## config.mk

```make
export PLATFORM = sky130hd
export DESIGN_NAME = myo_spi_responder
export DESIGN_NICKNAME = d
export VERILOG_FILES = /design/src/rtl/myo_spi_responder.sv
export SDC_FILE = /design/constraint.sdc
export NUM_CORES = 1
export LEC_CHECK = 0
export ABC_AREA = 1
export BUFFER_PORTS_ARGS = -buffer_cell sky130_fd_sc_hd__buf_2
export CELL_PAD_IN_SITES_DETAIL_PLACEMENT = 1
export CELL_PAD_IN_SITES_GLOBAL_PLACEMENT = 2
export CORE_MARGIN = 2
export CORE_UTILIZATION = 37
export CTS_BUF_LIST = sky130_fd_sc_hd__clkbuf_16
export CTS_CLUSTER_DIAMETER = 60
export DETAILED_ROUTE_END_ITERATION = 10
export HOLD_SLACK_MARGIN = 0.1
export PLACE_DENSITY = 0.86
export SYNTH_ARGS = -nofsm -noshare
export SYNTH_HDL_FRONTEND = slang
export SYNTH_SLANG_ARGS = --single-unit
```

## constraint.sdc

```tcl
create_clock -name clk_i -period 11.49 [get_ports clk_i]
set_clock_uncertainty 0.15 [all_clocks]
set_input_delay 1.149 -clock clk_i [delete_from_list [all_inputs] [get_ports clk_i]]
set_output_delay 1.149 -clock clk_i [all_outputs]
set_load 0.1 [all_outputs]
```

## src/rtl/myo_spi_responder.sv

```systemverilog
// Oversampled SPI slave standing in for the myo motor board: takes one PWM
// reference per frame and returns a header plus a position/velocity/spring snapshot.

module myo_sync #(
  parameter int W      = 1,
  parameter int STAGES = 2
) (
  input  logic         clk,
  input  logic         rst,
  input  logic [W-1:0] d,
  output logic [W-1:0] q
);
  logic [STAGES-1:0][W-1:0] pipe;

  always_ff @(posedge clk or posedge rst) begin
    if (rst) pipe <= '0;
    else begin
      pipe[0] <= d;
      for (int s = 1; s < STAGES; s++) pipe[s] <= pipe[s-1];
    end
  end

  assign q = pipe[STAGES-1];
endmodule

module myo_spi_responder #(
  parameter int          FRAME_WORDS = 5,
  parameter logic [15:0] HEADER      = 16'h8000,
  parameter int          SYNC_STAGES = 2
) (
  input  logic        clk_i,
  input  logic        rst_i,
  input  logic        spi_sck_i,
  input  logic        spi_ssel_i,
  input  logic        spi_mosi_i,
  output logic        spi_miso_o,
  output logic        spi_miso_oe_o,
  input  logic [31:0] position_i,
  input  logic [15:0] velocity_i,
  input  logic [15:0] displacement_i,
  output logic [15:0] pwm_ref_o,
  output logic        pwm_valid_o,
  output logic        frame_done_o,
  output logic        frame_error_o
);
  typedef enum logic [1:0] {IDLE, SHIFT, DONE} state_t;

  localparam logic [2:0] WC_GOOD = 3'(FRAME_WORDS);
  localparam logic [2:0] WC_SAT  = 3'(FRAME_WORDS + 1);

  // bit 2 = SCK, bit 1 = SS_N, bit 0 = MOSI
  logic [2:0] pin_s, pin_d;

  myo_sync #(.W(3), .STAGES(SYNC_STAGES)) u_sync (
    .clk (clk_i),
    .rst (rst_i),
    .d   ({spi_sck_i, spi_ssel_i, spi_mosi_i}),
    .q   (pin_s)
  );

  always_ff @(posedge clk_i or posedge rst_i) begin
    if (rst_i) pin_d <= '0;
    else       pin_d <= pin_s;
  end

  logic sck_rise, sck_fall, ss_rise, ss_fall, mosi_s;
  assign sck_rise = pin_s[2] & ~pin_d[2];
  assign sck_fall = ~pin_s[2] & pin_d[2];
  assign ss_rise  = pin_s[1] & ~pin_d[1];
  assign ss_fall  = ~pin_s[1] & pin_d[1];
  assign mosi_s   = pin_s[0];

  state_t      state;
  logic [3:0]  bit_cnt;
  logic [2:0]  word_cnt;
  logic [15:0] tx_sh, rx_sh, pending;
  logic [15:0] tx_buf [1:4];
  logic [15:0] rx_next, next_word;

  assign rx_next = {rx_sh[14:0], mosi_s};

  // Words past the snapshot go out as zeros.
  always_comb begin
    next_word = 16'h0000;
    case (word_cnt + 3'd1)
      3'd1:    next_word = tx_buf[1];
      3'd2:    next_word = tx_buf[2];
      3'd3:    next_word = tx_buf[3];
      3'd4:    next_word = tx_buf[4];
      default: next_word = 16'h0000;
    endcase
  end

  always_ff @(posedge clk_i or posedge rst_i) begin
    if (rst_i) begin
      state         <= IDLE;
      bit_cnt       <= '0;
      word_cnt      <= '0;
      tx_sh         <= '0;
      rx_sh         <= '0;
      pending       <= '0;
      for (int i = 1; i <= 4; i++) tx_buf[i] <= '0;
      spi_miso_o    <= 1'b0;
      spi_miso_oe_o <= 1'b0;
      pwm_ref_o     <= '0;
      pwm_valid_o   <= 1'b0;
      frame_done_o  <= 1'b0;
      frame_error_o <= 1'b0;
    end else begin
      pwm_valid_o   <= 1'b0;
      frame_done_o  <= 1'b0;
      frame_error_o <= 1'b0;
      case (state)
        IDLE: begin
          if (ss_fall) begin
            tx_buf[1]     <= position_i[31:16];
            tx_buf[2]     <= position_i[15:0];
            tx_buf[3]     <= velocity_i;
            tx_buf[4]     <= displacement_i;
            tx_sh         <= HEADER;
            bit_cnt       <= '0;
            word_cnt      <= '0;
            spi_miso_oe_o <= 1'b1;
            state         <= SHIFT;
          end
        end
        SHIFT: begin
          // SS_N rise takes priority over any SCK edge seen in the same cycle.
          if (ss_rise) begin
            spi_miso_oe_o <= 1'b0;
            spi_miso_o    <= 1'b0;
            state         <= DONE;
          end else if (sck_rise) begin
            spi_miso_o <= tx_sh[15];
            tx_sh      <= {tx_sh[14:0], 1'b0};
          end else if (sck_fall) begin
            rx_sh   <= rx_next;
            bit_cnt <= bit_cnt + 4'd1;
            if (bit_cnt == 4'd15) begin
              if (word_cnt != WC_SAT) word_cnt <= word_cnt + 3'd1;
              tx_sh <= next_word;
              if (word_cnt == 3'd0) pending <= rx_next;
            end
          end
        end
        DONE: begin
          if (bit_cnt == 4'd0 && word_cnt == WC_GOOD) begin
            pwm_ref_o    <= pending;
            pwm_valid_o  <= 1'b1;
            frame_done_o <= 1'b1;
          end else begin
            frame_error_o <= 1'b1;
          end
          state <= IDLE;
        end
        default: state <= IDLE;
      endcase
    end
  end
endmodule

```

; ---- Word-level counts from Yosys, hierarchy flattened
; Index checks and enable logic that the tools add are counted.
[op_classes]
n_addsub = 2
eq_ne = 18
muxes = 31
bitwise = 10
reduce_logical = 16
[ops]
columns = op, n
row1 = 16-bit 2-to-1 mux, 5
row2 = 16-bit case mux with 4 select lines, 1
row3 = 16-bit case mux with 2 select lines, 1
row4 = 3-bit 2-to-1 mux, 6
row5 = 4-bit 2-to-1 mux, 4
row6 = "2-bit != test, second input constant", 7
row7 = 5-bit AND reduction, 2
row8 = "3-bit != test, second input constant", 3
row9 = 1-bit 2-to-1 mux, 8
row10 = 4-bit case mux with 2 select lines, 1
row11 = 2-bit AND reduction, 4
row12 = 7-bit AND reduction, 1
row13 = "3-bit by 2-bit == test with 1-bit output, second input constant", 2
row14 = "3-bit == test, second input constant", 2
row15 = 1-bit NOT, 6
row16 = 3-bit case mux with 2 select lines, 1
row17 = 6-bit AND reduction, 1
row18 = "4-bit by 1-bit adder with 4-bit output, second input constant", 1
row19 = 1-bit bitwise AND, 4
row20 = "4-bit == test, second input constant", 1
row21 = 4-bit zero test, 1
row22 = 2-bit 2-to-1 mux, 2
row23 = 2-bit case mux with 2 select lines, 1
row24 = 4-bit AND reduction, 1
row25 = other kinds (10), 11
[totals]
register_bits = 149
in_bits = 69

; ---- Longest topological paths before layout
[logic_depth]
depth_word = 8
ltp_mapped = 12
mapped_depth_nobuf = 10

; ---- By module
; From an unflattened synthesis, not the netlist that was laid out.
[unflattened]
cells_unflattened = 643
hier_area_um2 = 6453.7
[modules_own_cells]
columns = mod, instances, cells_per_inst, area_per_inst_um2
row1 = myo_spi_responder, 1, 633, 6277.3
row2 = myo_sync, 1, 10, 176.4

; ---- Worst setup path after synthesis
; No wires, ideal clock.
[synth_path]
path_kind = reg2out
start = register, netlist name frame_done_o
end = output pwm_valid_o
arrival_ns = 1.324
t_required_ns = 10.191
setup_slack_ns = 8.867
path_stages_with_launch = 2
n_path_buf = 1
cell_sequence = dfrtp_1 buf_4
[synth_rtl]
columns = element, line
row1 = "end, declared", 42  ; output logic pwm_valid_o,

; ---- Worst setup path after layout
[layout_path]
start = register pin_d[2]
end = register tx_sh[4]
[layout_via]
elab_chain_len = 5
word_cells_on_any_way = 9
[layout_lines]
columns = element, line
row1 = "start, declared", 52  ; logic [2:0] pin_s, pin_d;
row2 = "start signal, assigned", 63  ; else pin_d <= pin_s;
row3 = 1-bit NOT, 67  ; assign sck_rise = pin_s[2] & ~pin_d[2];
row4 = 1-bit bitwise AND, 67
row5 = 16-bit 2-to-1 mux, 133  ; end else if (sck_rise) begin
row6 = 16-bit 2-to-1 mux, 129  ; if (ss_rise) begin
row7 = 16-bit case mux with 2 select lines, 113  ; case (state)
row8 = "end signal, assigned", 135  ; tx_sh <= {tx_sh[14:0], 1'b0};
row9 = "end signal, assigned", 141  ; tx_sh <= next_word;
row10 = "end, declared", 76  ; logic [15:0] tx_sh, rx_sh, pending;
; Several ways; a longest one is shown, not always the timed one. The select of a mux whose other input is x is not followed.
; A chain may end at the register's enable or synchronous reset.

==> metrics.md <==
| Metric | Value |
|---|---|
| Residual overflow from global routing | 0 |
| Total half-perimeter wirelength after legalization and detailed placement | 10.3 mm |
| Setup repair after global routing missed its margin | no |
| Layer with the highest usage after global routing | met2 |
| Syn Std Cell Area | 6420 µm² |
| Vertical extent of the die | 136 µm |
| Total GRT Usage | 17.5% |
| Depth of the worst hold-timing path | 0 |
| Maximum frequency from static timing analysis | 384 MHz |
| Run status | finished, final reports clean |
| Total inserted antenna cells | 0 |
| Maximum number of pins on one net before global-route repair | 76 |
| Via count of the routed design | 5,009 |
| Number of distinct library cell variants in the gate-level netlist after synthesis | 30 |
| Transition time at the pin with the least slew margin | ~0.93 ns |
| P&R area growth vs syn | 17.8% |
| DR pass1 iterations | 4 |
| Class of the most critical setup path | reg2reg |
| Number of H-tree levels | 4 |
| # rows | between 40 and 50 |
| Summed negative setup slack over all endpoints | 0 ns |
| HP Start | u_sync.pipe[1] |
| Max-capacitance violation count | 0 |
| Largest vdd supply drop | 110 µV |
| Sort of element at the start of the critical path | register |
| Critical Path AT | 2.81 ns |
| I/O pin count | 90 |
| Met3 track demand over resource in global routing | under 10% |
| Number of design-rule violations left by the first detailed-router iteration | 183 |
| Hold Path Sink | u_sync.q[1] |
| Total of endpoints with negative setup slack in the final report | 0 |
| Global-route track usage on met2 | between 20% and 30% |
| Initial Utilization | a little under two fifths |
| Critical path fanouts, max | 17 |
| Die outline width | ~140 µm |
| Final Cell Area | 7570 µm² |
| Met1 demand-to-capacity share in global routing | 23.4% |
| Flop2flop setup slack | 8.88 ns |
| Share of the cycle needed by the critical path after routing | 22.7% |
| Hold_ws | a little over 0.2 ns |
| Cells resized by post-CTS repair | 0 |
| Clk slew on worst S/H paths | ~0.060 ns |
| Commonest cells after routing, fill and taps aside | sky130_fd_sc_hd__nand2_1 (401), sky130_fd_sc_hd__dfrtp_1 (148), sky130_fd_sc_hd__buf_2 (89), sky130_fd_sc_hd__inv_1 (42), sky130_fd_sc_hd__o21ai_0 (27) |
| Initial antenna violation count | 0 |
| Final Routed Wirelength | 14.8 mm |
| Vias per cell | 4.66 |
| Max Slew Vio Count | 0 |
| Post-Syn Nets | 838 |
| Top_reg_cell synth | sky130_fd_sc_hd__dfrtp_1 |
| Synthesized area per cell | between 8 and 9 µm² |
| Worst flop-to-flop path endpoint | tx_sh[4] |
| Sort of element at the end of the critical path | register |
| Number of endpoints with negative hold slack in the final report | 0 |
| Total DRC errors in the routed layout | 0 |
| Post-synthesis sequential area ratio | 57.7% |
| Headroom to the max-slew limit | 38.2% |
| Clock network latency to the later pin of the worst-skew pair | between 0.4 and 0.5 ns |
| Die footprint | 18,400 µm² |
| Filler Cell Count | 2,105 |
| Wire length of the first global-routing pass | 25.5 mm |
| Cell accounting for the most synthesized area | sky130_fd_sc_hd__dfrtp_1 |
| Post-DR wirelength/cell | about 14 µm |
| Clk Tree Root Cell | sky130_fd_sc_hd__clkbuf_16 |
| Nets | between 900 and 1,000 |
| Num CTS Buffers | 17 |
| Total leakage power | 0.00402 µW |
| Overall power consumption | 1570 µW |
| Standard cell core area | 17,100 µm² |
| Post-CTS setup buffers | 0 |
| Yosys warns | 0 |
| Count of flip-flops with a built-in enable after synthesis | 0 |
| Remaining antenna violation count after routing | 0 |
| Worst reg2reg path startpoint | pin_d[2] |
| Number of global-route vias before repair | ~5,300 |
| Fraction of the core area covered by cells at the end of the flow | 44.2% |
| Proportion of layout cells with a drive suffix above 1 | 17.4% |
| Leading cell type in the layout, fill and taps excluded | sky130_fd_sc_hd__nand2_1 |
| Routability congestion estimate | 0.778 |
| Clock tree from TritonCTS | done |
| Worst Hold Class | reg2reg |
| Power per Cell Area | 207 nW/µm² |
| Post-CTS Hold Fix Bufs | 0 |
| Fin crit period | 2.61 ns |
| Cells on worst reg2reg path | 10 |
| Number of storage elements in the synthesis netlist | about 150 |
| Placed instance area | roughly 7000 µm² |
| Longest Clk Path Bufs | 2 |
| Post-synthesis cell count | 760 |
| Synth async-reset ratio | 100% |
| Number of input and output port buffers inserted | 89 |
| Share of Yosys cell area claimed by the top area cell type | 57.7% |
| Critical path data required time | 11.70 ns |
| Dominant cells by area after synthesis | sky130_fd_sc_hd__dfrtp_1 (58%), sky130_fd_sc_hd__nand2_1 (23%), sky130_fd_sc_hd__inv_1 (2.5%) |
| Sinks on the clock net | 148 |
## worst max-delay path by stage
| stage | end | cells after the start | startpoint |
|---|---|---|---|
| floorplan | bit_cnt[0] | 1 | rst_i |
| global placement | tx_buf[20] | 3 | rst_i |
| detailed placement | tx_buf[20] | 3 | rst_i |
| CTS | tx_sh[4] | 10 | pin_d[2] |
| global route | tx_sh[4] | 10 | pin_d[2] |
| finish | tx_sh[4] | 10 | pin_d[2] |
## cell usage after synthesis, types with 2 or more instances
master / n
sky130_fd_sc_hd__nand2_4: 3
sky130_fd_sc_hd__dfrtp_1: 148
sky130_fd_sc_hd__buf_1: 7
sky130_fd_sc_hd__ha_1: 9
sky130_fd_sc_hd__a21oi_1: 15
sky130_fd_sc_hd__a21boi_0: 2
sky130_fd_sc_hd__nand3_1: 13
sky130_fd_sc_hd__buf_2: 10
sky130_fd_sc_hd__o31ai_1: 2
sky130_fd_sc_hd__buf_6: 3
sky130_fd_sc_hd__nand4_1: 16
sky130_fd_sc_hd__nor3_1: 2
sky130_fd_sc_hd__nand2_1: 402
sky130_fd_sc_hd__clkbuf_1: 8
sky130_fd_sc_hd__buf_4: 5
sky130_fd_sc_hd__o21ai_0: 27
sky130_fd_sc_hd__inv_1: 42
sky130_fd_sc_hd__o21ai_2: 15
sky130_fd_sc_hd__nor2_1: 20
## per-layer routing
layer	vias up	share of wire [%]
li1	2511	-
met1	2405	47
met2	75	48
met3	18	3.0
met4	0	1.4
met5	-	0
## stage by stage
step,setup WS [ns],instances
after global placement,8.60,1044
after CTS,8.82,1076
after detailed placement,8.53,1044
final,8.88,1076
after floorplan,6.21,760
after global routing,8.46,1076
## critical path, cell delays in order, from the launching register on
cell	delay (ns)
sky130_fd_sc_hd__dfrtp_1	0.39
sky130_fd_sc_hd__inv_1	0.06
sky130_fd_sc_hd__ha_1	0.48
sky130_fd_sc_hd__inv_1	0.24
sky130_fd_sc_hd__nand2_1	0.12
sky130_fd_sc_hd__nand2_1	0.05
sky130_fd_sc_hd__nand2_1	0.09
sky130_fd_sc_hd__nand3_2	0.25
sky130_fd_sc_hd__nor2_2	0.49
sky130_fd_sc_hd__nand2_1	0.13
sky130_fd_sc_hd__nand2_1	0.08
## layout make-up
type	instances	area, µm²	area share (%)
clock buffers	17	425	5.62
multi-input cells	535	2380	31.4
flip-flops and latches	148	3700	48.9
well taps	225	282	3.72
inverters	44	173	2.28
clock inverters	15	141	1.87
repair buffers	92	468	6.18
## cells by family (layout without fill, tap and decap cells)
family / after synthesis / count (layout) / synth area share [%]
AND/OR/NAND/NOR: 461 / 461 / 28.8
flip-flops: 148 / 148 / 57.7
buffers and inverters: 77 / 168 / 5.38
AO/OA/AOI/OAI: 63 / 63 / 6.18
adder cells (fa/ha/maj): 9 / 9 / 1.75
XOR/XNOR: 2 / 2 / 0.273
## registers in the layout, indices dropped and copies added, names as in the netlist
register and count:
tx_buf 64, pending 16, pwm_ref_o 16, tx_sh 16
rx_sh 15, bit_cnt 4, u_sync.pipe 3, u_sync.q 3
word_cnt 3, pin_d 2, state 2, frame_done_o 1
frame_error_o 1, spi_miso_o 1, spi_miso_oe_o 1
## power by group
part           internal (µW)  switching, µW
Clock                    316            218
Sequential               642           73.0
Combinational            103            215
Note: power is estimated with default switching activity, not from simulation.
